`src/rtl/game_frame_serializer.sv`:
```
// Captures encoder frames on the rising edge of the ready level and shifts them out
// MSB-first over a mode-0 SPI link, holding one further frame in a pending buffer.
package game_state_pkg;
   localparam int ROWS = 10;
   localparam int COLS = 20;
   typedef logic [ROWS-1:0][COLS-1:0] game_state_t;
endpackage

module game_frame_serializer #(
   parameter int SCLK_DIV   = 24,
   parameter int GAP_CYCLES = 48
) (
   input  logic                        HSOSC_clk,
   input  logic                        reset_n,
   input  logic                        GAME_new_frame_ready,
   input  game_state_pkg::game_state_t GAME_next_frame,
   output logic                        SPI_sclk,
   output logic                        SPI_mosi,
   output logic                        SPI_cs_n,
   output logic                        TX_busy,
   output logic                        TX_frame_done,
   output logic                        TX_overrun,
   output logic [1:0]                  dbg_state_o
);
   import game_state_pkg::*;

   localparam int FRAME_W = ROWS * COLS;
   localparam int DIV_W   = $clog2(SCLK_DIV + 1);
   localparam int GAP_W   = $clog2(GAP_CYCLES + 1);
   localparam logic [DIV_W-1:0] DIV_LAST = DIV_W'(SCLK_DIV - 1);
   localparam logic [7:0]       LAST_BIT = 8'(FRAME_W - 1);
   // The IDLE cycle before a queued frame starts is part of the cs_n-high gap.
   localparam logic [GAP_W-1:0] GAP_LAST = GAP_W'((GAP_CYCLES >= 2) ? GAP_CYCLES - 2 : 0);

   typedef enum logic [1:0] {IDLE = 2'd0, SHIFT = 2'd1, GAP = 2'd2} state_e;

   state_e               state_q;
   logic                 ready_q;
   logic                 pending_q;
   logic [FRAME_W-1:0]   pending_buf_q;
   logic [FRAME_W-1:0]   shift_reg_q;
   logic [7:0]           bit_cnt_q;
   logic [DIV_W-1:0]     div_cnt_q;
   logic [GAP_W-1:0]     gap_cnt_q;
   logic                 sclk_q;
   logic                 mosi_q;
   logic                 cs_n_q;
   logic                 frame_done_q;
   logic                 overrun_q;

   logic                 edge_d;
   logic                 consume_d;
   logic [FRAME_W-1:0]   frame_flat_d;

   // Flatten so screen[0] bit 19 lands in the MSB and leaves the link first.
   always_comb begin
      frame_flat_d = '0;
      for (int r = 0; r < ROWS; r++) begin
         frame_flat_d[FRAME_W-1-COLS*r -: COLS] = GAME_next_frame[r];
      end
   end

   assign edge_d    = GAME_new_frame_ready & ~ready_q;
   assign consume_d = (state_q == IDLE) & pending_q;

   always_ff @(posedge HSOSC_clk) begin
      if (!reset_n) begin
         state_q       <= IDLE;
         ready_q       <= 1'b0;
         pending_q     <= 1'b0;
         pending_buf_q <= '0;
         shift_reg_q   <= '0;
         bit_cnt_q     <= '0;
         div_cnt_q     <= '0;
         gap_cnt_q     <= '0;
         sclk_q        <= 1'b0;
         mosi_q        <= 1'b0;
         cs_n_q        <= 1'b1;
         frame_done_q  <= 1'b0;
         overrun_q     <= 1'b0;
      end else begin
         ready_q      <= GAME_new_frame_ready;
         frame_done_q <= 1'b0;
         overrun_q    <= 1'b0;

         if (edge_d) begin
            pending_buf_q <= frame_flat_d;
            pending_q     <= 1'b1;
            overrun_q     <= pending_q & ~consume_d;
         end else if (consume_d) begin
            pending_q <= 1'b0;
         end

         case (state_q)
            IDLE: begin
               if (pending_q) begin
                  state_q     <= SHIFT;
                  shift_reg_q <= {pending_buf_q[FRAME_W-2:0], 1'b0};
                  mosi_q      <= pending_buf_q[FRAME_W-1];
                  cs_n_q      <= 1'b0;
                  sclk_q      <= 1'b0;
                  bit_cnt_q   <= '0;
                  div_cnt_q   <= '0;
               end
            end
            SHIFT: begin
               if (div_cnt_q == DIV_LAST) begin
                  div_cnt_q <= '0;
                  if (!sclk_q) begin
                     sclk_q <= 1'b1;
                  end else begin
                     sclk_q <= 1'b0;
                     if (bit_cnt_q == LAST_BIT) begin
                        cs_n_q       <= 1'b1;
                        mosi_q       <= 1'b0;
                        frame_done_q <= 1'b1;
                        gap_cnt_q    <= '0;
                        state_q      <= GAP;
                     end else begin
                        bit_cnt_q   <= bit_cnt_q + 8'd1;
                        mosi_q      <= shift_reg_q[FRAME_W-1];
                        shift_reg_q <= {shift_reg_q[FRAME_W-2:0], 1'b0};
                     end
                  end
               end else begin
                  div_cnt_q <= div_cnt_q + DIV_W'(1);
               end
            end
            GAP: begin
               if (gap_cnt_q == GAP_LAST) begin
                  state_q <= IDLE;
               end else begin
                  gap_cnt_q <= gap_cnt_q + GAP_W'(1);
               end
            end
            default: state_q <= IDLE;
         endcase
      end
   end

   assign SPI_sclk      = sclk_q;
   assign SPI_mosi      = mosi_q;
   assign SPI_cs_n      = cs_n_q;
   assign TX_busy       = (state_q != IDLE);
   assign TX_frame_done = frame_done_q;
   assign TX_overrun    = overrun_q;
   assign dbg_state_o   = state_q;

endmodule

```
`config.mk`:
```
export PLATFORM = sky130hd
export DESIGN_NAME = game_frame_serializer
export DESIGN_NICKNAME = d
export VERILOG_FILES = /design/src/rtl/game_frame_serializer.sv
export SDC_FILE = /design/constraint.sdc
export NUM_CORES = 1
export LEC_CHECK = 0
export ABC_CLOCK_PERIOD_IN_PS = 2100
export CORE_MARGIN = 2
export CORE_UTILIZATION = 45
export CTS_CLUSTER_DIAMETER = 60
export DETAILED_ROUTE_END_ITERATION = 7
export GPL_TIMING_DRIVEN = 0
export PLACE_DENSITY = 0.69
export SKIP_LAST_GASP = 1
export SLEW_MARGIN = 30
export SYNTH_ARGS = -nofsm -noshare
export SYNTH_HDL_FRONTEND = slang
export SYNTH_SLANG_ARGS = --single-unit
```
`constraint.sdc`:
```
create_clock -name HSOSC_clk -period 2.1 [get_ports HSOSC_clk]
set_input_delay 0.63 -clock HSOSC_clk [delete_from_list [all_inputs] [get_ports HSOSC_clk]]
set_output_delay 0.63 -clock HSOSC_clk [all_outputs]
set_load 0.05 [all_outputs]
```
* Yosys cells after proc, flatten, opt, wreduce, memory -nomap -nowiden
Index checks and enable logic that the tools add are counted.
** Operators by class
- Equality and inequality tests :: 12
- Bitwise logic cells :: 5
- Reduce and logical (&&, ||, !) cells :: 14
- Muxes and demuxes :: 40
- Add/subtract/negate cells :: 3
** Operator list (number)
- 200-bit two-way mux :: 4
- 200-bit case mux with 2 select lines :: 1
- 8-bit two-way mux :: 4
- 6-bit two-way mux :: 4
- 5-bit AND reduction :: 4
- 8-bit case mux with 2 select lines :: 1
- 2-bit != test, second input constant :: 7
- 1-bit two-way mux :: 13
- 6-bit case mux with 2 select lines :: 1
- 2-bit two-way mux :: 5
- 5-bit two-way mux :: 2
- 5-bit case mux with 2 select lines :: 1
- 8-bit by 1-bit adder with 8-bit output, second input constant :: 1
- 8-bit == test, second input constant :: 1
- 4-bit AND reduction :: 2
- 2-bit nonzero test :: 4
- 6-bit by 1-bit adder with 6-bit output, second input constant :: 1
- 6-bit == test, second input constant :: 1
- 1-bit case mux with 2 select lines :: 3
- 2-bit case mux with 3 select lines :: 1
- 5-bit by 1-bit adder with 5-bit output, second input constant :: 1
- 5-bit == test, second input constant :: 1
- 2-bit AND reduction :: 2
- 1-bit bitwise AND :: 3
- 5 further kinds :: 6
** Storage, ports and cells
- Flip-flop bits (word level) :: 428
- Word-level logic and storage cells :: 87

* Depth between registers and ports, before layout
Gate-level depths: netlist of run 1.
- Word-level depth :: 5
- Depth in mapped cells :: 10
- Mapped depth without buffers :: 6

* Worst setup path after synthesis of run 1
Ideal clock, no wire load.
- Path kind :: reg2reg
- Start :: reg state_q[1] (netlist: dbg_state_o[1])
- End :: reg shift_reg_q[189]
- Cell stages (with the launch flop) :: 9
- Buffers on the path :: 4
- Arrival :: 2024 ps
- Clock period less this slack :: 2143 ps
- Setup slack :: -43 ps
- Cell sequence :: dfxtp_1 -> buf_2 -> nand2b_1 -> clkbuf_1 -> buf_2 -> buf_2 -> mux2_2 -> nand2_1 -> mux2i_1
** Between the ends
- Word-level cells in the longest chain between the ends :: 3
** RTL lines
- start: declaration :: line 37 : state_e state_q;
- start signal: assignment :: line 68 : state_q <= IDLE;
- start signal: assignment :: line 97 : state_q <= SHIFT;
- start signal: assignment :: line 118 : state_q <= GAP;
- 2-bit by 1-bit == test with 1-bit output or 2-bit zero test (tied branches) :: line 94 : case (state_q)
- 2-bit != test (no line) or 2-bit nonzero test (tied branches)
- 5-bit AND reduction (no line)
- end signal: assignment :: line 98 : shift_reg_q <= {pending_buf_q[FRAME_W-2:0], 1'b0};
- end signal: assignment :: line 122 : shift_reg_q <= {shift_reg_q[FRAME_W-2:0], 1'b0};
- end: declaration :: line 41 : logic [FRAME_W-1:0] shift_reg_q;
Parallel ways exist; a longest one is shown, timed or not.
A chain may end at the register's enable or synchronous reset.

* Worst setup path after layout of run 1
- Start :: reg state_q[1] (netlist: dbg_state_o[1])
- End :: out TX_busy
** Between the ends
- Word-level cells in the longest chain between the ends :: 1
** RTL lines
- 2-bit nonzero test :: line 144 : assign TX_busy = (state_q != IDLE);
- end: declaration :: line 20 : output logic TX_busy,
No other way between the ends.

==> impl_metrics.ini, run 1 <==
[timing]
setup_violations = 19
relSlewSlack = 0.446
fin_crit_sh = 1.04
rsz0062_at_grt = true
setup_ws_ns = -0.0793
tightest_slew_ns = 0.831
final.min_clock_period_ns = 2.18
fmax_ghz = 0.459
timing_hold_violations_final = 0
slew_violations = 0
finClkSkew_ns = 0.0180

[yosys]
ys_async_sr_fraction = 0
ys_seq_elements = 427
synth_edf_count = 0
avgSynthCellArea_um2 = 8.70
ys_seq_area_frac = 0.465
synth.distinct_cells = 48
yosysWarnings = 0
syn_nets = 2322
synth_area_um2 = 18400
syn_inst = 2115
ys.flop_type = dfxtp_1

[final_layout]
drive_gt1_frac = 0.165
final_common_cell = nand2_1
final_cell_mix = 812 x nand2_1, 422 x dfxtp_1, 214 x a21oi_1
fin_area_um2 = 23700
fin_util = 0.584
layout-area-overhead-vs-synth_pct = 28.6
nNetsFinal = 2619

[critical_path]
critPathKind = reg2out
critPathMaxFanout = 10
arrival_ns = 1.55
start_kind = flip-flop
required_ns = 1.47
critPathCaptureType = primary output

[route]
vias = 15100
drtIter0Drc = 733
ant_nets = 0
viasPerCell = 5.06
wire_per_inst_um = 15.8
wl_um = 47200
drtPass1Iterations = 5
drc = 0

[floorplanning]
row_count = 74
start_util = 0.454
chipHeight_um = 206
die_area_um2 = 42500
io_pins = 211
fp.dieW_um = 206
core_um2 = 40600

[place]
place.gp.congestion = 0.811
hpwl_um = 32100
port_buffers = 209
dpl-instance-area_um2 = 21200

[global_route]
grt_pass1_vias = 15000
grt_pass1_wl_um = 74500
grt_max_degree = 20
grtUsageTotal = 0.219
overflow = 0
grt_antenna_before_repair = 2

[job]
drv_cap = 0

[clock_tree]
cts-buffers-inserted = 47
clk_path_buf_depth = 3
worstSkewPairLatency_ns = 0.58
cts_tree = done
cts_max_level = 2
clkTransAtPathRegs_ns = 0.06
clockRootBuffer = clkbuf_16
cts_hold_buf = 0
clock_sinks = 427

[status]
status = complete, but fails checks
violations = setup timing

[pwr]
irDropWorstVdd_mv = 0.525
finalPower_mw = 18.9
p_leak_nw = 9.94
power_density_nw_per_um2 = 800

[worst_hold_path]
hp-class = reg2reg
==> per-layer routing <==
layer | global-route usage | routed length (µm) | vias to the layer above
met1 | 0.278 | 21200 | 7084
met3 | 0.0312 | 1930 | 90
met2 | 0.374 | 22700 | 274
met5 | 0 | 0 | -
li1 | - | - | 7629
met4 | 0.0837 | 1400 | 0
==> metrics by stage <==
stage               hold slack (ns)  setup TNS (ns)  worst slack, ns  instances
global placement              0.431         -223.34            -1.02       2856
finish                        0.451          -0.382          -0.0793       2981
global route                  0.470           -7.41           -0.158       2981
detailed placement            0.432         -198.44           -0.921       2856
CTS                           0.443           -3.71           -0.198       2970
floorplan                     0.410               0           0.0663       2115
==> kinds of logic (layout without fill, tap and decap cells) <==
family / after synthesis / in the layout / synth area share
and+or+nand+nor: 866 / 866 / 0.184
other: 0 / 1 / 0
xor gates and xnor gates: 2 / 2 / 0.000952
DFF: 427 / 427 / 0.465
buffers and inverters: 171 / 504 / 0.0466
adders and majority gates: 4 / 4 / 0.00272
AOI/OAI and AO/OA: 246 / 246 / 0.0709
muxes: 399 / 399 / 0.231
==> what timing repair did <==
item                       CTS  global route
buffers inserted            20             6
gates resized for setup     76            29
setup endpoints to repair  358           226
cloned                      12             6
pin swaps                    4             2
==> Yosys cell counts (all sizes together), types with 5 or more instances <==
cell,n,area share
clkbuf,105,0.021
dfxtp,427,0.46
or4,7,0.0029
a21oi,215,0.059
nor2b,5,0.0017
nor2,6,0.0012
mux2i,199,0.11
inv,6,0.0012
o211ai,5,0.0020
o21ai,6,0.0016
mux2,200,0.12
nor3,6,0.0016
nand2,812,0.17
nand3,12,0.0033
buf,60,0.024
==> power by group <==
group	switching, mW	internal, mW
clock	3.38	4.75
combinational	1.08	1.17
sequential	0.163	8.39
==> sequential cells by signal, indices dropped and copies added, names as in the netlist <==
name	flops
gap_cnt_q	6
dbg_state_o	2
div_cnt_q	5
shift_reg_q	199
SPI_cs_n	1
ready_q	1
SPI_sclk	1
pending_buf_q	200
TX_overrun	1
SPI_mosi	1
pending_q	1
TX_frame_done	1
bit_cnt_q	8
==> critical path, cell delays in order, from the launching register on <==
cell and delay (ns):
dfxtp_2 0.32, buf_2 0.21, nor2_1 0.09, inv_1 0.12, buf_4 0.23
==> final timing paths <==
| path | from | to | slack, ns | cells past startpoint |
|---|---|---|---|---|
| setup / recovery | dbg_state_o[1]$_SDFFE_PN0P_ | TX_busy | -0.08 | 4 |
| setup reg to reg | bit_cnt_q[1]$_SDFFE_PN0P_ | shift_reg_q[9]$_SDFFE_PN0P_ | -0.03 | 10 |
| hold reg to reg | ready_q$_SDFF_PN0_ | TX_overrun$_SDFF_PN0_ | 0.45 | 1 |
| hold / removal | ready_q$_SDFF_PN0_ | TX_overrun$_SDFF_PN0_ | 0.45 | 1 |
==> final cells by class <==
type / count / area, µm²
timing repair buffer: 252 / 2870
fill: 3556 / 16900
antenna: 1 / 2.50
inverter: 6 / 22.5
clock buffer: 63 / 1310
buffer: 161 / 981
clock inverter: 22 / 210
tap: 532 / 666
multi-input combinational: 1517 / 9050
sequential: 427 / 8560
Note: power is estimated with default switching activity, not from simulation.
==> run 2, diff against run 1 <==
--- a/config.mk
+++ b/config.mk
@@ -7,13 +7,12 @@
 export LEC_CHECK = 0
 export ABC_CLOCK_PERIOD_IN_PS = 2100
 export CORE_MARGIN = 2
-export CORE_UTILIZATION = 45
+export CORE_UTILIZATION = 40
 export CTS_CLUSTER_DIAMETER = 60
 export DETAILED_ROUTE_END_ITERATION = 7
 export GPL_TIMING_DRIVEN = 0
-export PLACE_DENSITY = 0.69
 export SKIP_LAST_GASP = 1
-export SLEW_MARGIN = 30
+export SLEW_MARGIN = 20
 export SYNTH_ARGS = -nofsm -noshare
 export SYNTH_HDL_FRONTEND = slang
 export SYNTH_SLANG_ARGS = --single-unit
==> impl_metrics.ini, run 2 (synthesis results as in run 1) <==
[clock_tree]
clk_path_buf_depth = 3
cts_max_level = 2
cts-buffers-inserted = 47
cts_tree = done
clkTransAtPathRegs_ns = 0.06
worstSkewPairLatency_ns = 0.57
clock_sinks = 427
clockRootBuffer = clkbuf_16

[place]
dpl-instance-area_um2 = 21200
place.gp.congestion = 0.824
dp_slack_ns = -1.02
hpwl_um = 32700
port_buffers = 209
dp.cells = 2924

[timing]
fin_setup_tns_ns = -3.54
timing_hold_violations_final = 0
relSlewSlack = 0.406
fin_crit_sh = 1.04
slew_violations = 0
setup_violations = 102
fin_hold_ws_ns = 0.451
rsz0062_at_grt = true
setup_ws_ns = -0.0805
fmax_ghz = 0.459
final.min_clock_period_ns = 2.18
tightest_slew_ns = 0.891
finClkSkew_ns = 0.0205

[worst_hold_path]
hold_depth = 2
hold_path_startpoint = pending_buf_q[192]$_SDFFE_PN0P_
min_to = pending_buf_q[192]$_SDFFE_PN0P_
hp-class = reg2reg

[global_route]
grt_use_met2 = 0.343
grt_antenna_before_repair = 0
grt_pass1_vias = 14700
overflow = 0
busiest_layer = met2
met3_usage = 0.0289
grtUsageTotal = 0.198
grt_max_degree = 14
grtUsageMet1 = 0.257
grt_pass1_wl_um = 76000

[pwr]
power_frac_seq = 0.446
irDropWorstVdd_mv = 0.614
power.share.clock = 0.437
power_density_nw_per_um2 = 806
p_int_mw = 14.6
p_leak_nw = 9.92
p_comb_frac = 0.117
finalPower_mw = 19.2
p_sw_mw = 4.54
power.share.switching = 0.237

[final_layout]
final_common_cell = nand2_1
layout-area-overhead-vs-synth_pct = 29.3
nNetsFinal = 2619
drive_gt1_frac = 0.162
fin_util = 0.524
multi_input_area_um2 = 9050
fill_cells = 4206
fin_area_um2 = 23800
regMostFlops = pending_buf_q
n_antenna_cell = 0
final_cell_mix = 812 x nand2_1, 422 x dfxtp_1, 214 x a21oi_1
final_cell_count_no_fill = 3046
largest_reg_flops = 200
seq_area_um2 = 8560
reg_top3 = pending_buf_q: 200 flops, shift_reg_q: 199 flops, bit_cnt_q: 8 flops

[floorplanning]
core_um2 = 45400
fp.dieW_um = 218
io_pins = 211
start_util = 0.405
row_count = 78
chipHeight_um = 218
die_area_um2 = 47700

[critical_path]
r2r_end = shift_reg_q[13]$_SDFFE_PN0P_
critPathKind = reg2reg
arrival_ns = 2.67
critPathCaptureType = flip-flop
required_ns = 2.59
start_kind = flip-flop
r2r_slack_ns = -0.08
critPathMaxFanout = 6
r2r_cells = 10
r2r_start = bit_cnt_q[0]$_SDFFE_PN0P_

[route]
drtPass1Iterations = 5
drc = 0
viasPerCell = 4.90
wl_um = 47900
ant_nets = 0
wire_per_inst_um = 15.7
drtIter0Drc = 777
vias = 14900

[status]
status = complete, but fails checks
violations = setup timing

[job]
drv_cap = 0
-- run 2: changes by cell type in the layout (fill, tap and decap cells not counted), moves of 2 or more --
cell,previous run,this run
clkinv_2,15,6
clkbuf_8,7,14
buf_16,11,5
buf_4,18,14
buf_8,0,4
buf_1,8,11
clkbuf_16,53,56
buf_12,29,31
clkbuf_1,104,106
clkbuf_2,11,9
clkbuf_4,3,1
clkdlybuf4s15_2,3,5
-- run 2: timing repair --
item / CTS / global route
pin swaps: 4 / 6
buffers inserted: 23 / 9
gates cloned: 12 / 9
gates resized for setup: 91 / 32
hold buffers: 0 / 0
endpoints found under the setup margin: 405 / 200
-- run 2: worst max-delay path by stage --
stage                           startpoint                               to  slack, ns  cells past startpoint
2_1_floorplan  dbg_state_o[0]$_SDFFE_PN0P_    shift_reg_q[100]$_SDFFE_PN0P_       0.07                      8
3_3_place_gp                       reset_n  pending_buf_q[198]$_SDFFE_PN0P_      -1.05                      6
3_5_place_dp                       reset_n  pending_buf_q[170]$_SDFFE_PN0P_      -1.02                      6
4_1_cts        dbg_state_o[1]$_SDFFE_PN0P_                          TX_busy      -0.19                      4
5_1_grt          bit_cnt_q[0]$_SDFFE_PN0P_     shift_reg_q[35]$_SDFFE_PN0P_      -0.14                     10
6_report         bit_cnt_q[0]$_SDFFE_PN0P_     shift_reg_q[13]$_SDFFE_PN0P_      -0.08                     10
-- run 2: routing by layer --
layer / part of all wire / routed length [µm] / vias up
met3: 0.041 / 1990 / 64
met2: 0.48 / 23200 / 260
met4: 0.018 / 868 / 0
met1: 0.46 / 21900 / 7013
met5: 0 / 0 / -
li1: - / - / 7600
-- run 2: worst max-delay path, cell delays in order, from the launching register on --
cell	delay [ns]
dfxtp_4	0.36
ha_4	0.13
nand4_1	0.11
or4_4	0.52
a21oi_2	0.14
buf_6	0.12
buf_6	0.11
buf_12	0.12
buf_16	0.15
buf_12	0.12
mux2i_2	0.20
-- run 2: layout make-up --
class	instances	area share
inverter	6	0.000946
multi-input combinational	1517	0.380
clock buffer	71	0.0591
buffer	161	0.0411
sequential	427	0.360
tap	600	0.0315
timing repair buffer	252	0.120
clock inverter	12	0.00699
-- run 2: power groups by stage --
stage               Clock (mW)  Sequential (mW)  Combinational [mW]
floorplan                    0             8.68                1.25
global placement             0             8.72                1.99
detailed placement           0             8.73                2.02
CTS                       8.59             8.55                2.24
global route              8.91             8.59                2.45
finish                    8.38             8.55                2.25
